<file path="src/rtl/ram_arb_pkg.sv">
// Shared types and the rotated first-one search for the RAM port arbiter.
// The search covers up to CMaxPorts requesters.
package ram_arb_pkg;

  localparam int CMaxPorts = 8;

  typedef enum logic {
    ARB_FREE,
    ARB_LOCKED
  } arbState_t;

  typedef struct packed {
    logic       vld;
    logic [2:0] idx;
  } pick_t;

  function automatic pick_t rrFirst(
    input logic [CMaxPorts-1:0] act,
    input logic [2:0]           ptr,
    input logic [3:0]           cnt
  );
    logic [2*CMaxPorts-1:0] dbl;
    logic [3:0]             j;
    pick_t                  r;
    dbl = {{CMaxPorts{1'b0}}, act}
        | ({{CMaxPorts{1'b0}}, act} << cnt);
    r = '0;
    // Walk downward so the closest port after ptr wins.
    for (int k = CMaxPorts; k >= 1; k--) begin
      j = 4'(ptr) + 4'(k);
      if (4'(k) <= cnt && dbl[j]) begin
        r.vld = 1'b1;
        r.idx = (j >= cnt) ? 3'(j - cnt) : 3'(j);
      end
    end
    return r;
  endfunction

endpackage

</file>
<file path="src/rtl/ram_arb_if.sv">
// Requester-side and RAM-side bundle of the shared RAM arbiter.
// slave is the arbiter view, master the requester/RAM view.
interface ram_arb_if #(
  parameter int CAddrLen = 13,
  parameter int CDataLen = 128,
  parameter int CPortCnt = 4
);

  logic [CPortCnt-1:0]          AReqRd;
  logic [CPortCnt-1:0]          AReqWr;
  logic [CPortCnt-1:0]          AReqLock;
  logic [CPortCnt*CAddrLen-1:0] AReqAddr;
  logic [CPortCnt*CDataLen-1:0] AReqMosi;
  logic [CPortCnt-1:0]          AReqGnt;
  logic [CPortCnt-1:0]          ARdVld;
  logic [CDataLen-1:0]          ARdData;
  logic [CAddrLen-1:0]          ARamAddr;
  logic [CDataLen-1:0]          ARamMosi;
  logic                         ARamWrEn;
  logic                         ARamRdEn;
  logic [CDataLen-1:0]          ARamMiso;

  modport slave (
    input  AReqRd, AReqWr, AReqLock,
    input  AReqAddr, AReqMosi, ARamMiso,
    output AReqGnt, ARdVld, ARdData,
    output ARamAddr, ARamMosi,
    output ARamWrEn, ARamRdEn
  );

  modport master (
    output AReqRd, AReqWr, AReqLock,
    output AReqAddr, AReqMosi, ARamMiso,
    input  AReqGnt, ARdVld, ARdData,
    input  ARamAddr, ARamMosi,
    input  ARamWrEn, ARamRdEn
  );

endinterface

</file>
<file path="src/rtl/ram_arb_rr_pick.sv">
// Combinational round-robin picker: one-hot grant of the first
// active port after APtr, reusable by other shared-RAM controllers.
module ram_arb_rr_pick
  import ram_arb_pkg::*;
#(
  parameter  int CPortCnt = 4,
  localparam int CPtrLen  = $clog2(CPortCnt)
) (
  input  logic [CPortCnt-1:0] AAct,
  input  logic [CPtrLen-1:0]  APtr,
  output logic [CPortCnt-1:0] AGnt,
  output logic [CPtrLen-1:0]  AIdx,
  output logic                AVld
);

  pick_t pick;

  always_comb begin
    pick = rrFirst(CMaxPorts'(AAct), 3'(APtr), 4'(CPortCnt));
    AVld = pick.vld;
    AIdx = CPtrLen'(pick.idx);
    AGnt = '0;
    if (pick.vld) AGnt[AIdx] = 1'b1;
  end

endmodule

</file>
<file path="src/rtl/ram_port_arbiter.sv">
// Round-robin arbiter in front of one single-port synchronous RAM.
// Define RAM_ARB_LOCK_EN to add bounded lock bursts.
module ram_port_arbiter
  import ram_arb_pkg::*;
#(
  parameter int CAddrLen = 13,
  parameter int CDataLen = 128,
  parameter int CPortCnt = 4,
  parameter int CLockMax = 16
) (
  input  logic      AClkH,
  input  logic      AResetH,
  input  logic      AClkHEn,
  ram_arb_if.slave  ABus
);

  localparam int CPtrLen = $clog2(CPortCnt);

  logic [CPortCnt-1:0] act;
  logic [CPortCnt-1:0] elig;
  logic [CPortCnt-1:0] pickGnt;
  logic [CPortCnt-1:0] gnt;
  logic [CPortCnt-1:0] rdTag;
  logic [CPtrLen-1:0]  ptr;
  logic [CPtrLen-1:0]  pickIdx;
  logic                pickVld;
  logic                go;

  assign act = ABus.AReqRd | ABus.AReqWr;
  assign go  = AClkHEn & ~AResetH & pickVld;

`ifdef RAM_ARB_LOCK_EN
  localparam int CCntLen = $clog2(CLockMax + 1);

  arbState_t           state;
  arbState_t           stateNxt;
  logic [CPtrLen-1:0]  owner;
  logic [CPtrLen-1:0]  ownerNxt;
  logic [CCntLen-1:0]  lockCnt;
  logic [CCntLen-1:0]  lockCntNxt;
  logic                ownerOn;

  assign ownerOn = act[owner] & ABus.AReqLock[owner];

  always_comb begin
    elig = act;
    if (state == ARB_LOCKED)
      elig = ownerOn ? (CPortCnt'(1) << owner) : '0;
  end

  always_comb begin
    stateNxt   = state;
    ownerNxt   = owner;
    lockCntNxt = lockCnt;
    if (AClkHEn) begin
      unique case (state)
        ARB_FREE: begin
          if (go && ABus.AReqLock[pickIdx]) begin
            ownerNxt   = pickIdx;
            lockCntNxt = CCntLen'(1);
            stateNxt   = (CLockMax > 1) ? ARB_LOCKED : ARB_FREE;
          end
        end
        ARB_LOCKED: begin
          if (!ownerOn) begin
            stateNxt = ARB_FREE;
          end else begin
            if (lockCnt != CCntLen'(CLockMax))
              lockCntNxt = lockCnt + 1'b1;
            // This grant reaches CLockMax: it is the last one.
            if (lockCnt >= CCntLen'(CLockMax - 1))
              stateNxt = ARB_FREE;
          end
        end
        default: stateNxt = ARB_FREE;
      endcase
    end
  end

  always_ff @(posedge AClkH) begin
    if (AResetH) begin
      state   <= ARB_FREE;
      owner   <= '0;
      lockCnt <= '0;
    end else begin
      state   <= stateNxt;
      owner   <= ownerNxt;
      lockCnt <= lockCntNxt;
    end
  end
`else
  assign elig = act;
`endif

  ram_arb_rr_pick #(
    .CPortCnt (CPortCnt)
  ) uPick (
    .AAct (elig),
    .APtr (ptr),
    .AGnt (pickGnt),
    .AIdx (pickIdx),
    .AVld (pickVld)
  );

  assign gnt = go ? pickGnt : '0;

  always_ff @(posedge AClkH) begin
    if (AResetH) begin
      ptr   <= CPtrLen'(CPortCnt - 1);
      rdTag <= '0;
    end else if (AClkHEn) begin
      if (go) ptr <= pickIdx;
      rdTag <= gnt & ABus.AReqRd;
    end
  end

  assign ABus.AReqGnt = gnt;
  assign ABus.ARdVld  = AResetH ? '0 : rdTag;
  assign ABus.ARdData = ABus.ARamMiso;

  always_comb begin
    ABus.ARamAddr = '0;
    ABus.ARamMosi = '0;
    ABus.ARamWrEn = 1'b0;
    ABus.ARamRdEn = 1'b0;
    if (go) begin
      ABus.ARamAddr = ABus.AReqAddr[pickIdx*CAddrLen +: CAddrLen];
      ABus.ARamMosi = ABus.AReqMosi[pickIdx*CDataLen +: CDataLen];
      ABus.ARamWrEn = ABus.AReqWr[pickIdx];
      ABus.ARamRdEn = ABus.AReqRd[pickIdx];
    end
  end

endmodule

</file>
<file path="src/flat_wrapper.sv">
// flat-port wrapper written by rule: the top's interface ports become plain ports
module ram_port_arbiter_flat import ram_arb_pkg::*;
#(
  parameter int CAddrLen = 13,
  parameter int CDataLen = 128,
  parameter int CPortCnt = 4,
  parameter int CLockMax = 16
)
  (AClkH, AResetH, AClkHEn, ABus_AReqRd, ABus_AReqWr, ABus_AReqLock, ABus_AReqAddr, ABus_AReqMosi, ABus_ARamMiso, ABus_AReqGnt, ABus_ARdVld, ABus_ARdData, ABus_ARamAddr, ABus_ARamMosi, ABus_ARamWrEn, ABus_ARamRdEn);
  ram_arb_if #(.CAddrLen(CAddrLen), .CDataLen(CDataLen), .CPortCnt(CPortCnt)) ABus_i ();
  input  logic AClkH;
  input  logic AResetH;
  input  logic AClkHEn;
  input wire logic [$bits(ABus_i.AReqRd)-1:0] ABus_AReqRd;
  input wire logic [$bits(ABus_i.AReqWr)-1:0] ABus_AReqWr;
  input wire logic [$bits(ABus_i.AReqLock)-1:0] ABus_AReqLock;
  input wire logic [$bits(ABus_i.AReqAddr)-1:0] ABus_AReqAddr;
  input wire logic [$bits(ABus_i.AReqMosi)-1:0] ABus_AReqMosi;
  input wire logic [$bits(ABus_i.ARamMiso)-1:0] ABus_ARamMiso;
  output wire logic [$bits(ABus_i.AReqGnt)-1:0] ABus_AReqGnt;
  output wire logic [$bits(ABus_i.ARdVld)-1:0] ABus_ARdVld;
  output wire logic [$bits(ABus_i.ARdData)-1:0] ABus_ARdData;
  output wire logic [$bits(ABus_i.ARamAddr)-1:0] ABus_ARamAddr;
  output wire logic [$bits(ABus_i.ARamMosi)-1:0] ABus_ARamMosi;
  output wire logic [$bits(ABus_i.ARamWrEn)-1:0] ABus_ARamWrEn;
  output wire logic [$bits(ABus_i.ARamRdEn)-1:0] ABus_ARamRdEn;
  assign ABus_i.AReqRd = ABus_AReqRd;
  assign ABus_i.AReqWr = ABus_AReqWr;
  assign ABus_i.AReqLock = ABus_AReqLock;
  assign ABus_i.AReqAddr = ABus_AReqAddr;
  assign ABus_i.AReqMosi = ABus_AReqMosi;
  assign ABus_i.ARamMiso = ABus_ARamMiso;
  assign ABus_AReqGnt = ABus_i.AReqGnt;
  assign ABus_ARdVld = ABus_i.ARdVld;
  assign ABus_ARdData = ABus_i.ARdData;
  assign ABus_ARamAddr = ABus_i.ARamAddr;
  assign ABus_ARamMosi = ABus_i.ARamMosi;
  assign ABus_ARamWrEn = ABus_i.ARamWrEn;
  assign ABus_ARamRdEn = ABus_i.ARamRdEn;
  ram_port_arbiter #(.CAddrLen(CAddrLen), .CDataLen(CDataLen), .CPortCnt(CPortCnt), .CLockMax(CLockMax)) u_core (.AClkH(AClkH), .AResetH(AResetH), .AClkHEn(AClkHEn), .ABus(ABus_i));
endmodule
</file>
<file path="config.mk">
export PLATFORM = sky130hd
export DESIGN_NAME = ram_port_arbiter_flat
export DESIGN_NICKNAME = d
export VERILOG_FILES = /design/src/rtl/ram_arb_pkg.sv /design/src/rtl/ram_arb_if.sv /design/src/rtl/ram_arb_rr_pick.sv /design/src/rtl/ram_port_arbiter.sv /design/src/flat_wrapper.sv
export SDC_FILE = /design/constraint.sdc
export NUM_CORES = 1
export LEC_CHECK = 0
export CORE_AREA = 2 2 380 382
export DETAILED_ROUTE_END_ITERATION = 12
export DIE_AREA = 0 0 382 384
export MAX_ROUTING_LAYER = met4
export PLACE_DENSITY_LB_ADDON = 0.08
export SYNTH_ARGS = -nofsm -noshare
export SYNTH_HDL_FRONTEND = slang
export SYNTH_SLANG_ARGS = --single-unit
</file>
<file path="constraint.sdc">
create_clock -name AClkH -period 3.6 [get_ports AClkH]
set_input_delay 0.72 -clock AClkH [delete_from_list [all_inputs] [get_ports AClkH]]
set_output_delay 0.72 -clock AClkH [all_outputs]
set_load 0.05 [all_outputs]
</file>
==> metrics list, run 1 <==
- Share of cells above drive strength 1: 45.5%
* Crit path buffers/inverters: 7
- Post-detailed-route DRC marker count: 0
* WS Path Type: input port to output port
* Clock skew after layout: 0.000149 ns
- Number of I/O port buffers: 725
* Worst setup SP type: input port
- Inst Count DP: 3616
* Post-synth ARST share: 0%
- Crit share post-route: 104%
- Placement Rows: 139
* Worst-Margin Slew: 0.578 ns
- Area of the die: 0.147 sq mm
* I/O Pins: 986
* Unrepaired setup endpoints after global routing: true
* Drt first pass iters: 4
- The final layout contains routed wiring with a total length of 85300 um.
- Area of the mapped netlist: 0.00676 sq mm
* Overall die width: 382 um
- The core region is 0.143 sq mm.
* Number of global-route vias before repair: 12200
* Post-route ant nets: 0
- For this block, the via count after detailed routing is 11300.
* Fin Hold WS: 0.495 ns
- The number of nets handed over by synthesis was 1766.
- Once layout is done, the placed cells without fillers occupy 0.0229 sq mm.
- After detailed routing, the average wire length per cell comes to 22.7 um.
* Cell family with most CP delay: buffers and inverters
- For the worst setup path, the data required time is 2.88 ns.
* # Max-Cap Violations: 0
- Clock Sink Count: 6
- Height of the chip: 384 um
- Clock-pin slew was measured on the worst setup and hold paths at 0.03 ns.
- At the end of the flow, the number of nets in the layout was 2547.
* Post-placement setup slack: -0.943 ns
* Final setup vio count: 127
- Max-slew violation total from the final report: 0
* Outcome: complete, but fails checks
* Worst supply voltage drop on vdd: 132 uV
* Slew HR: 61.5%
* Number of enable-type register cells in the synthesized netlist: 0
- Endpoint arrival time on the critical path: 3.04 ns
* Ys Warns: 0
- The worst setup path is captured at an output port.
* Power density relative to cell area: 311 mW/mm^2
- TritonCTS clock tree: yes
* Clock root cell: clkbuf_16
* Sum of net half-perimeters after detailed placement: 65200 um
- The number of endpoints with negative hold slack in the final report came to 0.
- Across all register-to-register paths, the minimum setup slack is 0.95 ns.
- The initial antenna violation count was 29.
* Violation count after the first detailed-routing iteration: 276
- Cts bufs inserted: 3
* Global-route wire length before repair: 108000 um
- Predominant post-synthesis flop cell: dfxtp_1
- Violated checks: negative setup slack
* Sequential-to-total area share from yosys stat: 1.78%
- Each instance of the synthesized netlist takes up on average 6.38 sq um.
* Yosys reg bits: 6
- Hold Crit Class: flip-flop to flip-flop
- Relative to the synthesized area, the layout overhead comes to 238%.
- Among all stages on the critical path, the largest delay is contributed by mux4_2.
- Fin worst setup slack: -0.158 ns
- The number of different library cells used by synthesis comes to 52.
- Synth Instances: 1058
- Largest stage delay, worst path: 0.50 ns
- P_leak: 8.19 nW
* Final weighted congestion of routability-driven global placement: 0.797
- Fmax: 266 MHz
- Number of levels the H-tree was split into: 1
- Avg Vias per Cell: 3.02
- The longest clock path from root to sink contains 2 buffers.
* Shortest clock period the worst path allows after layout: 3.76 ns
* Global route overflow: 0
- Largest driver fanout on the critical path: 8
- For this run, the total global-route usage over all layers was measured as 10.9%.
* Final std cells w/o fill: 3758
* Cells along the critical path: buf_8 > buf_6 > nor2_4 > mux4_2 > a311oi_4 > nor2_4 > buf_12 > buf_16 > buf_16 > buf_6 > mux2i_2 > o22ai_2 > buf_12
- Entering global routing, the biggest net connects 36 pins.
- At the later pin of the worst-skew pair, clock insertion delay measures 0.23 ns.
- Placement-stage cell area: 0.0186 sq mm
- Starting utilization of the core area: 4.73%
## power breakdown
group	internal [W]	switching (W)
Combinational	0.00348	0.00336
Clock	0.000143	0.0000392
Sequential	0.0000724	0.00000330
Total	0.00369	0.00341
## final cells by class
type                       count  area [sq um]
multi-input combinational    794          7940
tap                         1903          2380
fill                       16000        120000
sequential                     6           123
inverter                      26          97.6
clock buffer                   3          75.1
timing repair buffer        1008         12200
antenna                       18          45.0
## routing by layer
metal  GRT usage, %  vias up  wire length, um
met2           19.6      466            45300
li1               -     5331                -
met5              -        -                0
met4           2.30        0             1410
met1           11.9     5446            32800
met3           3.00       94             5770
## repair_timing
item,CTS,global route
gates cloned,28,22
pin swaps,65,104
hold buffers,0,0
endpoints found under the setup margin,147,147
gates resized for setup,292,296
buffers inserted,53,36
## cell families (layout without fill, tap and decap cells)
group / Yosys count / in the layout / synth area share, %
adder cells (fa/ha/maj): 1 / 1 / 0.185
AND/OR/NAND/NOR: 460 / 460 / 30.0
other: 0 / 18 / 0
flip-flops: 6 / 6 / 1.78
multiplexers: 71 / 71 / 10.7
buffers and inverters: 258 / 1037 / 24.1
AO/OA/AOI/OAI: 262 / 262 / 33.2
## state kept, by name, indices dropped and copies added (netlist names)
register	cells
u_core.rdTag	4
u_core.ptr	2
## cell usage in the layout (no fill, tap or decap), types with 3 or more instances in the layout
cell,n
o22ai_4,5
dfxtp_1,4
and3_1,27
diode_2,18
nand2_4,18
o21ai_2,23
mux2i_1,43
inv_1,26
a311oi_4,85
buf_4,128
a211oi_2,7
buf_6,117
nand2_2,51
mux2i_4,11
buf_8,13
a2111oi_4,8
a21oi_1,20
nand2_1,270
nor2_1,4
clkbuf_16,23
clkdlybuf4s50_1,566
a21oi_2,5
nor2b_1,4
buf_16,32
nor2_4,5
mux2i_2,14
o22ai_2,30
buf_12,130
a2111oi_2,16
a211oi_1,17
nor3_2,3
a22oi_2,24
and3_4,58
## synthesized netlist by cell type (2+ instances only)
| cell | number | share of area, % |
|---|---|---|
| o22ai_1 | 35 | 3.2 |
| mux2_2 | 2 | 0.33 |
| a22o_1 | 2 | 0.26 |
| o21ai_1 | 24 | 1.8 |
| or2_1 | 2 | 0.19 |
| nor3_1 | 6 | 0.44 |
| nor3b_1 | 3 | 0.33 |
| buf_6 | 13 | 2.2 |
| nor2b_1 | 4 | 0.37 |
| o21ai_0 | 3 | 0.22 |
| a2111oi_0 | 24 | 3.1 |
| dfxtp_1 | 6 | 1.8 |
| buf_2 | 30 | 2.2 |
| and3_1 | 85 | 7.9 |
| a22oi_1 | 24 | 2.7 |
| a311oi_1 | 44 | 5.7 |
| buf_4 | 139 | 15 |
| a221oi_1 | 2 | 0.26 |
| nor2_1 | 10 | 0.56 |
| inv_1 | 26 | 1.4 |
| a32o_1 | 2 | 0.30 |
| nand2_1 | 341 | 19 |
| a21oi_1 | 25 | 1.9 |
| a211oi_1 | 24 | 2.7 |
| clkbuf_1 | 49 | 2.7 |
| mux2i_1 | 68 | 10 |
| a311oi_2 | 40 | 8.9 |
## path summary, 6_finish.rpt
| kind | start | to | depth (start not counted) |
|---|---|---|---|
| worst max register to register | u_core.ptr[0] | u_core.rdTag[2] | 10 |
| worst min register to register | u_core.rdTag[3] | u_core.rdTag[3] | 1 |
| worst min-delay path | u_core.rdTag[3] | u_core.rdTag[3] | 1 |
| worst max-delay path | ABus_AReqRd[1] | ABus_ARamMosi[67] | 13 |
## stage by stage
step	TNS, ns	power (W)	util (%)
after floorplan	-1.60	0.00305	-
after global placement	-108.44	0.00510	13.0
after detailed placement	-110.05	0.00510	13.0
after CTS	-26.67	0.00662	14.7
after global routing	-19.68	0.00750	16.0
final	-8.29	0.00710	16.0
(Power assumes the default switching activity.)
==> inputs of run 2 (changes only) <==
--- a/config.mk
+++ b/config.mk
@@ -5,11 +5,13 @@
 export SDC_FILE = /design/constraint.sdc
 export NUM_CORES = 1
 export LEC_CHECK = 0
+export ABC_AREA = 0
 export CORE_AREA = 2 2 380 382
 export DETAILED_ROUTE_END_ITERATION = 12
 export DIE_AREA = 0 0 382 384
 export MAX_ROUTING_LAYER = met4
 export PLACE_DENSITY_LB_ADDON = 0.08
+export REMOVE_ABC_BUFFERS = 1
 export SYNTH_ARGS = -nofsm -noshare
 export SYNTH_HDL_FRONTEND = slang
 export SYNTH_SLANG_ARGS = --single-unit
==> run 2 against run 1 <==
Global-route usage increased by 2.5 points. Design area is 0.41% lower. Die area stayed put. Sequential power hardly changed. Critical path depth is the same. First-iteration DRC count increased by 76%. Non-clock buffer count grew 45. Combinational power is essentially flat. Register-to-register slack got worse by 0.27 ns. The run still ends with negative setup slack left. Sequential cell count stayed put. Clock power about the same.
==> metrics list, run 2 (synthesis gave the netlist of run 1 again) <==
- Starting utilization of the core area: 4.73% (unchanged)
- The signal on the critical path passes through buf_12 > buf_6 > o41a_1 > o32ai_4 > o21a_4 > buf_12 > buf_16 > buf_12 > buf_8 > nand2_2 > and3_4 > a311oi_4 > buf_6.
- The final setup violation count came to 144 (+13%).
* Overall track demand over capacity in global routing: 13.4% (+2.5 points)
* Global-route wire length before repair: 129000 um (+20%)
- The clock slew seen by the registers of the worst setup and hold paths came to 0.03 ns (about the same).
- Most utilized layer in the global route result: met2
- Drt first pass iters: 5 (+1)
* Global route overflow: 0 (unchanged)
- Area of all placed cells without fillers: 0.0228 sq mm (-0.41%)
* Final weighted congestion of routability-driven global placement: 0.834 (+4.6%)
- Worst-path cell with the longest stage delay: o41a_1
- The floorplan die height is 384 um (unchanged).
* Avg Vias per Cell: 3.17 (+5.2%)
* I/O Pins: 986 (unchanged)
- Largest reg by FF count: u_core.rdTag
- The worst setup path is captured at an output port.
- The static leakage was 8.18 nW (about the same).
- Inst Count DP: 3630 (+0.39%)
- The via count of the first global-routing pass came to 13000 (+7.1%).
- Post-detailed-route DRC marker count: 0 (unchanged)
- The ratio of final minimum period to clock period was 108% (+3.5 points).
- Total Wirelength: 105000 um (+23%)
* CTS max path bufs: 2 (unchanged)
- The routing usage on met3 is 9.33% (+6.3 points).
* Data required, critical path: 2.88 ns (about the same)
- The data arrival at the endpoint of the critical path came to 3.16 ns (+0.12 ns).
- The core area came to 0.143 sq mm (unchanged).
- Via count of the routed design: 12100 (+6.5%)
- Outcome: complete, but fails checks
- Max-slew violation total from the final report: 0 (unchanged)
* Final net count: 2592 (+1.8%)
* Placement Rows: 139 (unchanged)
- The clock latency at the later pin of the worst-skew pair came to 0.23 ns (about the same).
- WS Path Type: input port to output port
- Final std cells w/o fill: 3805 (+1.3%)
* Reg-to-reg critical path startpoint: u_core.ptr[0]
* Critical path origin: ABus_AReqWr[0]
- The die area was 0.147 sq mm (unchanged).
* Largest driver fanout on the critical path: 8 (unchanged)
- The maximum number of pins on one net before global-route repair was 39 (+8.3%).
- Clock Sink Count: 6 (unchanged)
- Shortest clock period the worst path allows after layout: 3.88 ns (+0.127 ns)
- The cell area after placement came to 0.0173 sq mm (-6.9%).
- Unrepaired setup endpoints after global routing: true
- Hold path startpoint: u_core.rdTag[2]
* Number of hold buffers added after cts: 0 (unchanged)
* Hold Crit Class: flip-flop to flip-flop
- Post-route ant nets: 0 (unchanged)
- The library cells used most frequently in the layout, excluding fill and tap cells, are clkdlybuf4s50_1, nand2_1, buf_4.
* Signed area change from the synthesized netlist to the final layout: 237%
* Number of levels the H-tree was split into: 1 (unchanged)
- Clock skew after layout: 0.000797 ns (+0.000648 ns)
- Slew HR: 68.5% (+7.0 points)
- Fmax: 257 MHz (-3.3%)
- Met2 Track Usage GR: 19.4% (-0.21 points)
- The worst slack after detailed placement came to -1.18 ns (-0.234 ns).
- Cts bufs inserted: 3 (unchanged)
- Routed WL per cell: 27.5 um (+21%)
- The worst vdd rail ir drop was 117 uV (-11%).
- The final worst slack is -0.284 ns (-0.127 ns).
- Overall die width: 382 um (unchanged)
- Worst setup SP type: input port
* Power density relative to cell area: 313 mW/mm^2 (+0.79%)
- The cell that appears most often on the critical path is buf_12.
- Number of antenna violations at the first check in global routing: 16 (-45%)
* Sum of net half-perimeters after detailed placement: 76900 um (+18%)
- Violated checks: negative setup slack
- Clock root cell: clkbuf_16
* Leading registers by flop count: u_core.rdTag: 4 flops, u_core.ptr: 2 flops
- Commonest non-fill, non-tap cell in the layout: clkdlybuf4s50_1
* Largest stage delay, worst path: 0.40 ns (-0.10 ns)
* Core occupancy in the finished layout: 15.9% (-0.065 points)
- TritonCTS clock tree: yes
- Fin Hold WS: 0.502 ns (+0.00700 ns)
- The number of I/O port buffers came to 725 (unchanged).
* Met1 track demand over resource in global routing: 15.9% (+4.0 points)
- Final Hold Fails: 0 (unchanged)
- Violation count after the first detailed-routing iteration: 486 (+76%)
* Share of cells above drive strength 1: 46.9% (+1.4 points)
- Largest register FFs: 4 (unchanged)
* Cell family with most CP delay: compound AO/OA/AOI/OAI gates
* # Max-Cap Violations: 0 (unchanged)
- The number of buffers and inverters on the critical path was 7 (unchanged).
* Worst-Margin Slew: 0.473 ns (-0.105 ns)
==> run 2: cell count changes in the layout (fill, tap and decap cells not counted), sizes merged <==
cell	delta
clkbuf	-13
buf	+58
diode	+2
==> run 2: what timing repair did <==
item / 4_1_cts / 5_1_grt
buffers inserted: 75 / 65
pin swaps: 122 / 115
gates resized for setup: 484 / 281
gates cloned: 32 / 9
endpoints found under the setup margin: 147 / 147
==> run 2: path summary, 6_finish.rpt <==
kind	slack, ns	end	depth (start not counted)
worst max-delay path	-0.28	ABus_ARamMosi[38]	13
worst min-delay path	0.50	u_core.rdTag[2]	1
worst max register to register	0.68	u_core.rdTag[3]	14
worst min register to register	0.50	u_core.rdTag[2]	1
==> run 2: report_power, final <==
part | internal [W] | total [W] | switching, W
clock network | 0.000143 | 0.000179 | 0.0000365
logic | 0.00355 | 0.00687 | 0.00333
registers | 0.0000718 | 0.0000755 | 0.00000369
total | 0.00376 | 0.00713 | 0.00337
==> run 2: layer usage <==
layer,vias to the layer above,share of wire [%]
met4,0,0.47
li1,5404,-
met3,35,15
met5,-,0
met2,837,42
met1,5798,42
==> run 2: through the flow <==
| stage | TNS (ns) | total power, W |
|---|---|---|
| after floorplan | -542.48 | 0.00210 |
| after global placement | -129.11 | 0.00457 |
| after detailed placement | -123.42 | 0.00456 |
| after CTS | -38.37 | 0.00660 |
| after global routing | -36.17 | 0.00752 |
| final | -22.53 | 0.00713 |
==> run 2: cell type report <==
cell class              instances  area [sq um]
fillers                     16100        120000
flip-flops and latches          6           120
repair buffers               1053         12600
clock buffers                   3          75.1
inverters                      26          97.6
multi-input cells             794          7480
well taps                    1903          2380
diodes                         20          50.0
==> patch, RTL diff (config.mk and constraints of run 1) <==
The option `RAM_ARB_LOCK_EN` is turned on by a define.
--- a/src/rtl/ram_port_arbiter.sv
+++ b/src/rtl/ram_port_arbiter.sv
@@ -1,5 +1,7 @@
 // Round-robin arbiter in front of one single-port synchronous RAM.
 // Define RAM_ARB_LOCK_EN to add bounded lock bursts.
+`define RAM_ARB_LOCK_EN
+
 module ram_port_arbiter
   import ram_arb_pkg::*;
 #(
Function: not settled (the Yosys comparison gave no result); the edit may change what the design does.
==> patch against run 1 <==
- the flow still finishes with violations (setup timing)
- utilization down 2.3 points
- final area down 14%
- clock power up 36%
- routed wire length down 4.1%
- critical endpoint is now ABus_ARamMosi[22]
- non-clock buffer count down 70
- area after synthesis down 15%
- largest power group unchanged
- highest routed layer unchanged
- sequential cell count up 8
- worst setup slack worse by 0.13 ns
- power down 13%
==> patch: results (changes against run 1) <==
| Metric | Value |
|---|---|
| Critical path buffers and inverters | `5 (-2)` |
| Post-detail-place hpwl | `68.5 mm (+5.0%)` |
| Vias in the first global route | `10100 (-17%)` |
| Failing checks | `setup timing` |
| Nets@finish | `2174 (-15%)` |
| Largest registers | `u_core.lockCnt: 5 flops, u_core.rdTag: 4 flops` |
| CTS clk-pin slew, worst paths | `0.05 ns (+0.02 ns)` |
| Status | `finished, violations left` |
| Met2 usage | `19.7% (+0.12 points)` |
| Final setup TNS | `-29.10 ns (-20.81 ns)` |
| Syn_nets | `1427 (-19%)` |
| Reg-to-Reg Start | `u_core.owner[0]$_SDFFE_PP0P_` |
| Pre-CTS setup slack | `-1.23 ns (-0.291 ns)` |
| Overall routing resource usage | `10.8% (-0.093 points)` |
| Cell area after placement | `16200 um2 (-13%)` |
| Clock buffer depth | `2 (unchanged)` |
| FILL cells | `16200 (+0.95%)` |
| WP data arrival | `3.17 ns (+0.13 ns)` |
| Met3 Usage GRT | `3.68% (+0.69 points)` |
| Hold_sp | `u_core.rdTag[3]$_SDFFE_PP0P_` |
| First DRT Iteration DRCs | `269 (-2.5%)` |
| Syn. warnings | `0 (unchanged)` |
| IR drop worst, VDD | `141 uV (+6.6%)` |
| Port buffer count | `729 (+0.55%)` |
| Worst Slack Setup Final | `-0.288 ns (-0.130 ns)` |
| Yosys cell types | `55 (+5.8%)` |
| Synth async-reset ratio | `0% (unchanged)` |
| Synth top area cells | `a22oi_1, mux4_2, buf_4` |
| Worst-margin pin slew | `0.734 ns (+0.157 ns)` |
| Worst setup startpoint | `ABus_AReqLock[0]` |
| Clk_lat worst skew | `0.25 ns (+0.02 ns)` |
| Max Clock Skew | `0.000882 ns (+0.000733 ns)` |
| P_leak | `6.78 nW (-17%)` |
| Initial antenna violation count | `53 (+83%)` |
| Wire length after detailed routing | `81.8 mm (-4.1%)` |
| Via count | `9150 (-19%)` |
| Sequential element share of the synthesized area | `4.88% (+3.1 points)` |
| Crit-path leading delay family | `simple AND/OR/NAND/NOR gates` |
| First-pass GRT wire length | `102 mm (-5.2%)` |
| # setup viols final | `146 (+15%)` |
| Slowest stage delay, CP | `0.52 ns (+0.02 ns)` |
| Met1 Resource Use GR | `11.4% (-0.53 points)` |
| DRT Pass-1 Iters | `4 (unchanged)` |
| Share of layout cells above drive strength 1 | `51.8% (+6.3 points)` |
| Placer Congestion | `0.809 (+1.5%)` |
| Post-synth top cells | `a22oi_1, buf_4, nand2_1, and2_1, mux4_2` |
| Largest net degree at the start of global routing | `52 (+44%)` |
| Critical-path maximum fanout | `6 (-2)` |
-- patch: changes by cell type in the layout (fill, tap and decap cells not counted), moves of 40 or more --
cell,before,now
and2_4,0,52
nand2_1,270,10
a311oi_4,85,0
and3_4,58,3
mux4_2,1,51
mux2i_1,43,3
buf_4,128,77
a22oi_2,24,152
-- patch: logic make-up (layout without fill, tap and decap cells) --
group | after synthesis | count (layout) | synth area share [%]
fa+ha+maj | 4 | 4 | 0.871
other cells | 0 | 19 | 0
mux | 54 | 54 | 20.5
compound gates | 238 | 238 | 31.3
flops | 14 | 14 | 4.88
simple gates | 201 | 201 | 17.6
buf+inv | 205 | 951 | 24.8
-- patch: through the flow --
stage | hold WS [ns] | cells | total power [mW]
final | 0.503 | 3384 | 6.18
after global routing | 0.540 | 3380 | 6.52
after CTS | 0.503 | 3364 | 6.30
after detailed placement | 0.495 | 3278 | 4.92
after floorplan | 0.474 | 716 | 2.71
after global placement | 0.488 | 3278 | 4.94
-- patch: power breakdown --
part,internal [mW],switching (mW)
clock network,0.169,0.0778
registers,0.165,0.0191
logic,3.08,2.67
total,3.42,2.77
-- patch: timing repair --
action | CTS | global route
pin swaps | 106 | 100
cloned | 21 | 5
setup endpoints to repair | 150 | 146
setup buffers | 69 | 20
hold buffers | 0 | 0
resized for setup | 444 | 145
-- patch: path summary, 6_finish.rpt --
check	slack [ns]	endpoint	cells after the start
hold reg to reg	0.50	u_core.rdTag[3]$_SDFFE_PP0P_	2
hold / removal	0.50	u_core.rdTag[3]$_SDFFE_PP0P_	2
setup reg to reg	0.67	u_core.lockCnt[1]$_SDFFE_PP0P_	10
setup / recovery	-0.29	ABus_ARamMosi[22]	12
-- patch: per-layer routing --
layer  vias up  routed length (um)
met4         0                1560
met5         -                   0
met3       120                7150
li1       4141                   -
met2       555               42900
met1      4334               30200
-- patch: worst min-delay path, stage by stage, from the launching register on --
cell and delay (ns):
dfxtp_1 0.30, o21bai_1 0.11, a21oi_1 0.04
-- patch: area by class of cell --
class | instances | area (um2) | share of cell area (%)
inverters | 9 | 33.8 | 0.172
clock buffers | 4 | 88.8 | 0.453
well taps | 1903 | 2380 | 12.1
repair buffers | 938 | 11400 | 58.2
diodes | 19 | 47.5 | 0.243
multi-input cells | 497 | 5360 | 27.4
flip-flops and latches | 14 | 285 | 1.46
